<file path="src/rtl/pixel_scan_generator_if.sv">
// rtl/pixel_scan_generator_if.sv - pixel coordinate beat stream between the scan source and its consumer
interface pixel_scan_generator_if #(
    parameter int X_WIDTH = 10,
    parameter int Y_WIDTH = 10
);
    logic               valid;
    logic               ready;
    logic [X_WIDTH-1:0] pixel_x;
    logic [Y_WIDTH-1:0] pixel_y;
    logic               eol;
    logic               last;

    modport master (output valid, pixel_x, pixel_y, eol, last, input ready);
    modport slave  (input valid, pixel_x, pixel_y, eol, last, output ready);
endinterface

</file>
<file path="src/rtl/pixel_scan_generator.sv">
// rtl/pixel_scan_generator.sv - row-major raster scan source issuing one (x, y) beat per valid/ready transfer
module pixel_scan_generator #(
    parameter int X_WIDTH = 10,
    parameter int Y_WIDTH = 10,
    parameter int H_RES   = 640,
    parameter int V_RES   = 480
) (
    input  logic                          clk,
    input  logic                          rst_n,
    input  logic                          start,
    input  logic                          abort,
    pixel_scan_generator_if.master        pix,
    output logic                          busy,
    output logic                          done
);
    localparam logic [X_WIDTH-1:0] X_LAST = X_WIDTH'(H_RES - 1);
    localparam logic [Y_WIDTH-1:0] Y_LAST = Y_WIDTH'(V_RES - 1);
    localparam bit SINGLE_COL = (H_RES == 1);

    typedef enum logic [1:0] {IDLE, SCAN, DONE} state_t;
    state_t state;

    logic [X_WIDTH-1:0] x_inc;
    logic [Y_WIDTH-1:0] y_inc;

    always_comb begin
        x_inc = pix.pixel_x + X_WIDTH'(1);
        y_inc = pix.pixel_y + Y_WIDTH'(1);
    end

    // eol/last are precomputed for the coordinate being loaded so they stay
    // aligned with it through any number of stall cycles.
    always_ff @(posedge clk or negedge rst_n) begin
        if (!rst_n) begin
            state       <= IDLE;
            pix.valid   <= 1'b0;
            pix.pixel_x <= '0;
            pix.pixel_y <= '0;
            pix.eol     <= 1'b0;
            pix.last    <= 1'b0;
            busy        <= 1'b0;
            done        <= 1'b0;
        end else begin
            case (state)
                IDLE: begin
                    done <= 1'b0;
                    if (start) begin
                        state       <= SCAN;
                        pix.valid   <= 1'b1;
                        pix.pixel_x <= '0;
                        pix.pixel_y <= '0;
                        pix.eol     <= SINGLE_COL;
                        pix.last    <= SINGLE_COL && (Y_LAST == '0);
                        busy        <= 1'b1;
                    end
                end
                SCAN: begin
                    if (abort || (pix.ready && pix.last)) begin
                        state       <= abort ? IDLE : DONE;
                        done        <= !abort;
                        pix.valid   <= 1'b0;
                        pix.pixel_x <= '0;
                        pix.pixel_y <= '0;
                        pix.eol     <= 1'b0;
                        pix.last    <= 1'b0;
                        busy        <= 1'b0;
                    end else if (pix.ready) begin
                        if (pix.eol) begin
                            pix.pixel_x <= '0;
                            pix.pixel_y <= y_inc;
                            pix.eol     <= SINGLE_COL;
                            pix.last    <= SINGLE_COL && (y_inc == Y_LAST);
                        end else begin
                            pix.pixel_x <= x_inc;
                            pix.eol     <= (x_inc == X_LAST);
                            pix.last    <= (x_inc == X_LAST) && (pix.pixel_y == Y_LAST);
                        end
                    end
                end
                DONE: begin
                    state <= IDLE;
                    done  <= 1'b0;
                end
                default: begin
                    state     <= IDLE;
                    pix.valid <= 1'b0;
                    busy      <= 1'b0;
                    done      <= 1'b0;
                end
            endcase
        end
    end
endmodule

</file>
<file path="src/flat_wrapper.sv">
// flat-port wrapper written by rule: the top's interface ports become plain ports
module pixel_scan_generator_flat 
#(
    parameter int X_WIDTH = 10,
    parameter int Y_WIDTH = 10,
    parameter int H_RES   = 640,
    parameter int V_RES   = 480
)
  (clk, rst_n, start, abort, busy, done, pix_valid, pix_pixel_x, pix_pixel_y, pix_eol, pix_last, pix_ready);
  pixel_scan_generator_if #(.X_WIDTH(X_WIDTH), .Y_WIDTH(Y_WIDTH)) pix_i ();
  input  logic clk;
  input  logic rst_n;
  input  logic start;
  input  logic abort;
  output logic busy;
  output logic done;
  output wire logic [$bits(pix_i.valid)-1:0] pix_valid;
  output wire logic [$bits(pix_i.pixel_x)-1:0] pix_pixel_x;
  output wire logic [$bits(pix_i.pixel_y)-1:0] pix_pixel_y;
  output wire logic [$bits(pix_i.eol)-1:0] pix_eol;
  output wire logic [$bits(pix_i.last)-1:0] pix_last;
  input wire logic [$bits(pix_i.ready)-1:0] pix_ready;
  assign pix_valid = pix_i.valid;
  assign pix_pixel_x = pix_i.pixel_x;
  assign pix_pixel_y = pix_i.pixel_y;
  assign pix_eol = pix_i.eol;
  assign pix_last = pix_i.last;
  assign pix_i.ready = pix_ready;
  pixel_scan_generator #(.X_WIDTH(X_WIDTH), .Y_WIDTH(Y_WIDTH), .H_RES(H_RES), .V_RES(V_RES)) u_core (.clk(clk), .rst_n(rst_n), .start(start), .abort(abort), .pix(pix_i), .busy(busy), .done(done));
endmodule
</file>
<file path="config.mk">
export PLATFORM = sky130hd
export DESIGN_NAME = pixel_scan_generator_flat
export DESIGN_NICKNAME = d
export VERILOG_FILES = /design/src/rtl/pixel_scan_generator_if.sv /design/src/rtl/pixel_scan_generator.sv /design/src/flat_wrapper.sv
export SDC_FILE = /design/constraint.sdc
export NUM_CORES = 1
export LEC_CHECK = 0
export BUFFER_PORTS_ARGS = -buffer_cell sky130_fd_sc_hd__buf_4
export CAP_MARGIN = 20
export CORE_ASPECT_RATIO = 1.1
export CORE_MARGIN = 1.5
export CORE_UTILIZATION = 40
export DETAILED_ROUTE_END_ITERATION = 12
export SLEW_MARGIN = 10
export SYNTH_ARGS = -nofsm -noshare
export SYNTH_HDL_FRONTEND = slang
export SYNTH_SLANG_ARGS = --single-unit
</file>
<file path="constraint.sdc">
create_clock -name clk -period 5.41 [get_ports clk]
set_clock_uncertainty 0.2 [all_clocks]
set_input_delay 0.2705 -clock clk [delete_from_list [all_inputs] [get_ports clk]]
set_output_delay 0.2705 -clock clk [all_outputs]
set_load 0.02 [all_outputs]
</file>
==> results of run 1 <==
-- sequential cells by signal (all words and copies together), names as in the netlist --
name	cells
u_core.state	2
u_core.pix.eol	1
u_core.pix.last	1
u_core.pix.pixel_x	10
u_core.pix.pixel_y	10
u_core.done	1
u_core.busy	1
-- final cells by class --
type                    instances  area (um2)
clock buffers                   4       36.28
fillers                       351        1660
inverters                       3       11.26
multi-input cells             127       762.0
flip-flops and latches         26       650.6
well taps                      48       60.06
repair buffers                 31       232.7
-- kinds of logic (layout without fill, tap and decap cells) --
kind of cell / after synthesis / count (layout) / synth area share, %
muxes: 1 / 1 / 0.6820
buffers and inverters: 11 / 38 / 3.750
AOI/OAI and AO/OA: 54 / 54 / 24.04
adders and majority gates: 3 / 3 / 2.558
DFF: 26 / 26 / 44.33
xor gates and xnor gates: 2 / 2 / 1.194
and+or+nand+nor: 67 / 67 / 23.45
-- synth_stat cells --
library cell,number,area share (%)
o21ai_1,1,0.34
buf_4,1,0.51
nor2b_1,1,0.43
a21o_1,5,2.6
o21ai_0,25,8.5
or3_1,1,0.43
nand2_1,21,5.4
a21oi_1,3,1.0
buf_2,1,0.34
nor3b_1,3,1.5
a31oi_1,4,1.7
nand3_1,8,2.7
and3_1,5,2.1
a211o_1,1,0.60
o41ai_2,2,2.2
nand2b_1,3,1.3
buf_6,1,0.77
or4_1,1,0.51
mux2i_1,1,0.68
o311a_1,1,0.68
a21oi_2,2,1.2
or3b_1,1,0.60
nor4b_1,1,0.60
and2_1,1,0.43
ha_1,3,2.6
o22ai_1,1,0.43
nand4_1,7,3.0
xnor2_1,2,1.2
or4b_4,1,0.94
o41ai_1,2,1.2
nor2_1,11,2.8
clkbuf_1,4,1.0
o31ai_1,7,3.6
dfrtp_1,26,44
inv_1,3,0.77
clkbuf_2,1,0.34
nor3_1,2,0.68
-- worst max path at each step --
stage | from | to
after floorplan | u_core.state[1] | u_core.pix.last
after global placement | u_core.state[0] | u_core.pix.pixel_y[6]
after detailed placement | u_core.state[0] | u_core.pix.pixel_y[3]
after CTS | u_core.state[0] | u_core.pix.pixel_y[8]
after global routing | u_core.pix.pixel_x[3] | u_core.pix.last
final | u_core.state[1] | u_core.pix.last
-- report_power, final --
part           internal [uW]  switching [uW]  total, uW
Sequential               209            20.5        230
Combinational           49.3            87.6        137
Clock                   41.1            59.6        101
-- worst register-to-register path, delay by kind of cell (launching register included) --
kind / cells / cell delay (ns)
flops: 1 / 0.43
compound gates: 2 / 0.38
simple gates: 3 / 1.22
-- through the flow --
step                      total power [uW]  worst slack [ns]  instances  utilization (%)  instance area, um2
after floorplan                      325.8             3.325        164                -                1468
after global placement               366.2             3.040        233            49.85                1702
after detailed placement             369.6             2.915        233            49.85                1702
after CTS                            471.6             2.875        238            51.21                1748
after global routing                 500.3             2.988        239            51.36                1753
final                                467.2             3.119        239            51.36                1753
-- layout by cell type (no fill, tap or decap), types with 2 or more instances in the layout --
master    Yosys  final
and3_1        5      5
o21ai_0      25     25
nand4_1       7      7
xnor2_1       2      2
nor3b_1       3      3
nand3_1       8      8
a21oi_1       3      3
o41ai_2       2      2
a21o_1        5      5
o31ai_1       7      7
o41ai_1       2      2
a21oi_2       2      2
dfrtp_1      26     26
buf_4         1     29
nand2b_1      3      3
ha_1          3      3
clkbuf_4      0      3
nor2_1       11     11
nor3_1        2      2
nand2_1      21     21
a31oi_1       4      4
inv_1         3      3
-- metal layers --
layer / GRT usage (%) / part of all wire (%) / routed length, um
met1: 24.36 / 47 / 1645
met2: 31.05 / 49 / 1700
met3: 2.524 / 3.2 / 113
met4: 4.891 / 0.72 / 25
met5: 0 / 0 / 0
-- timing repair --
| action | CTS | global route |
|---|---|---|
| hold buffers | 1 | 0 |
| endpoints found under the setup margin | 0 | 0 |
| hold endpoints to repair | 26 | 0 |
==> impl_results.md, run 1 <==
* Syn Area/Cell at 8.949 um2
* Critical path endpoint category: flip-flop
* Worst hold slack at around 0.06 ns
* Vias after detailed routing at between 1k and 1.5k
* Die width at 60.76 um
* Max Root-Sink Buffers at 2
* CP delay by family, top: simple AND/OR/NAND/NOR gates
* Register area share after synthesis at 44.33%
* Largest net degree at the start of global routing at 27
* DRT iter0 DRCs at 91
* Synth Warn # at 0
* Pins Over Slew Limit at 0
* Mapped Nets at 172
* Setup Crit Path Kind: flip-flop to flip-flop
* Boundary Pins at 30
* # Post-CTS Setup Buffers at 0
* Max-Cap Viols at 0
* RSZ-0062 raised after global routing: false
* CTS sink cnt at 26
* Pwr Density at 266.5 nW/um2
* Wirelength, routed at 3484 um
* R2r endpoint: u_core.pix.last
* Vias in the first global route at 1284
* Worst path cell trace: or3b_1 > or4b_4 > a21oi_2 > nand4_1 > o21ai_1
* Worst path slowest cell: or4b_4
* N_diodes at 0
* R2r setup slk at around 3.1 ns
* Clock tree from TritonCTS: done
* Final setup TNS at 0 ns
* Leakage at 0.0008104 uW
* Buffers on Ports at 29
* Fraction of the cycle the final worst path needs at 42.35%
* Core Region at around 3400 um2
* Overflow after GRT at 0
* Post-CTS Resized at 0
* Mapped Area at 1468 um2
* Seq cells post-synth at 26
* NumNets Final at 200
* Share of layout cells above drive strength 1 at 20.42%
* Post-route DRC at 0
* Post-DR wirelength/cell at 14.58 um
* CTS Root Cell: clkbuf_4
* Setup Viol. Count Final at 0
* H-tree Lvls at 1
* Post-DP HPWL at 2449 um
* Max IR drop VDD at 0.2145 mV
* Worst hold path cell count at 3
* Total Die Area at 4042 um2
* Crit path arrival time at 2.34 ns
* Max incr delay on CP at 0.60 ns
* # rows at 22
* Length in cells of the worst reg-to-reg path at 5
* Routed vias/inst at 5.665
* Status: finished clean
* Setup crit start kind: flip-flop
* Min Tclk post-route at 2.291 ns
* Worst skew pair latency at 0.32 ns
* Buffer and inverter count on the worst path at 0
* Sink of the worst hold path: u_core.state[0]
* P&R area growth vs syn at 19.44%
* Post-Synthesis Cells at around 160
* FMAX at 436.5 MHz
* Rel. slew slack at 72.01%
* Initial core utilization at 43.00%
* Final ANT Viol Nets at 0
* Die height at 66.53 um
* CP required at 5.46 ns
* Min-delay src: start
* Cell variety after synth at 37
* CTS buffer count at 3
* Gr usage total at a little under a fifth
* Worst r2r src: u_core.state[1]
* Placer Congestion at 0.8106
* Global-route wire length before repair at 5747 um
* Worst-margin pin slew at between 0.4 and 0.5 ns
* DRT Pass-1 Iters at 4
* Worst Path Max Fanout at 9
* Final Hold Violating Endpoints at 0
* Crit path depth at 5
* Antenna violations before repair at 0
* Hold Path Class: primary input to flip-flop
* Clk slew on worst S/H paths at 0.14 ns
No activity file was read; power rests on OpenSTA's default activity.
==> run 2, diff against run 1 <==
clock period = 2.1 ns   (was 5.41 ns; I/O delays follow)
==> impl_results.md, run 2 (synthesized netlist as in run 1, its figures left out) <==
* Status: finished clean
* Vias in the first global route at 1364
* Routed vias/inst at approximately 5.5
* Leakage at ~0.00090 uW
* CP startpoint: u_core.state[1]
* CTS Root Cell: clkbuf_4
* Max-Cap Viols at 0
* P&R area growth vs syn at 30.26%
* Gr usage total at 19.63%
* Clk slew on worst S/H paths at 0.14 ns
* Boundary Pins at 30
* Worst-margin pin slew at about 0.38 ns
* # rows at 22
* Fraction of the cycle the final worst path needs at 98.85%
* Total Die Area at 4042 um2
* Die width at 60.76 um
* Fillcell total at 340
* Setup Crit Path Kind: flip-flop to flip-flop
* Initial core utilization at 43.00%
* Worst Path Max Fanout at 8
* Worst skew pair latency at between 0.3 and 0.4 ns
* Setup WS pre-CTS at 0.04287 ns
* Flip-flop and latch area at roughly 650 um2
* Hold Path Class: primary input to async pin
* Pwr Density at 637.5 nW/um2
* Antenna violations before repair at 0
* CP required at 2.15 ns
* Clock tree from TritonCTS: done
* FMAX at 481.7 MHz
* Worst r2r src: u_core.state[1]
* Layout Cells excl Fill at 257
* Crit path arrival time at 2.12 ns
* Setup ws final at about 0.024 ns
* Placer Congestion at 0.8224
* DRT Pass-1 Iters at 4
* Rel. slew slack at approximately three quarters
* Min Tclk post-route at 2.076 ns
* Commonest non-fill, non-tap cell in the layout: buf_4
* Largest net degree at the start of global routing at 27
* Wirelength, routed at 3735 um
* Pins Over Slew Limit at 0
* Critical path endpoint category: flip-flop
* Share of layout cells above drive strength 1 at 26.79%
* H-tree Lvls at 1
* Global-route wire length before repair at 5961 um
* Final Hold Violating Endpoints at 0
* Buffers on Ports at 29
* N_diodes at 0
* RSZ-0062 raised after global routing: true
* CTS buffer count at 3
* Core Region at ~3400 um2
* Setup Viol. Count Final at 0
* NumNets Final at 219
* Largest regs: u_core.pix.pixel_x: 10 flops, u_core.pix.pixel_y: 10 flops, u_core.state: 2 flops
* Multi-input gate area at between 700 and 800 um2
* Max IR drop VDD at 0.5065 mV
* Max Root-Sink Buffers at 2
* Die height at 66.53 um
* Post-DR wirelength/cell at about 15 um
* Vias after detailed routing at 1415
* CTS sink cnt at 26
* Overflow after GRT at 0
* Setup crit start kind: flip-flop
* Commonest non-fill, non-tap cells in the layout: 45 x buf_4, 26 x dfrtp_1, 25 x o21ai_0
* Final ANT Viol Nets at 0
* Cell count after placement at 247
* Post-DP HPWL at 2689 um
* DRT iter0 DRCs at 55
* Post-route DRC at 0
run 2: through the flow:
stage | instance area (um2) | hold WS, ns | power (uW) | utilization (%) | setup TNS [ns]
floorplan | 1468 | -0.3906 | 839.2 | - | 0
global placement | 1807 | -0.1652 | 982.8 | 52.93 | 0
detailed placement | 1807 | -0.1623 | 990.6 | 52.93 | 0
CTS | 1879 | 0.02243 | 1216 | 55.06 | 0
global route | 1912 | 0.01997 | 1306 | 56.01 | -0.1028
finish | 1912 | 0.01697 | 1219 | 56.01 | 0
run 2: worst paths after layout:
check | cells after the start | end | slack [ns]
max | 5 | u_core.pix.last | 0.02
min | 2 | u_core.pix.pixel_x[0] | 0.02
max reg2reg | 5 | u_core.pix.last | 0.02
min reg2reg | 1 | u_core.pix.pixel_y[8] | 0.33
max in group asynchronous | 2 | u_core.pix.pixel_x[9] | 1.43
min in group clk | 4 | u_core.pix.pixel_x[7] | 0.09
run 2: per-layer routing:
metal | vias to the layer above | global-route usage, % | share of wire (%)
met3 | 6 | 2.136 | 3.1
met1 | 684 | 23.99 | 44
li1 | 697 | - | -
met2 | 28 | 33.87 | 52
met4 | 0 | 8.967 | 1.0
met5 | - | 0 | 0
run 2: cell type report:
type	count	area share, %
timing repair buffer	50	20.29
clock buffer	3	1.178
tap	48	3.141
inverter	3	0.5890
sequential	26	34.03
multi-input combinational	127	40.77
run 2: worst max-delay path: stages, from the launching register on:
cell     delay [ns]
dfrtp_1        0.41
or3b_4         0.38
or4b_4         0.60
a21oi_2        0.15
nand4_1        0.12
o21ai_1        0.15
run 2: power by group:
group / switching, uW / total [uW] / internal (uW) / leakage (uW)
clock: 143 / 210 / 67.1 / 0.0000138
combinational: 248 / 426 / 178 / 0.000528
sequential: 44.1 / 583 / 539 / 0.000358
run 2: what timing repair did:
action                     4_1_cts  5_1_grt
setup endpoints to repair        0       11
hold endpoints to repair        33        0
buffers inserted                 0        2
hold buffers                     5        0
gates resized for setup          0        4
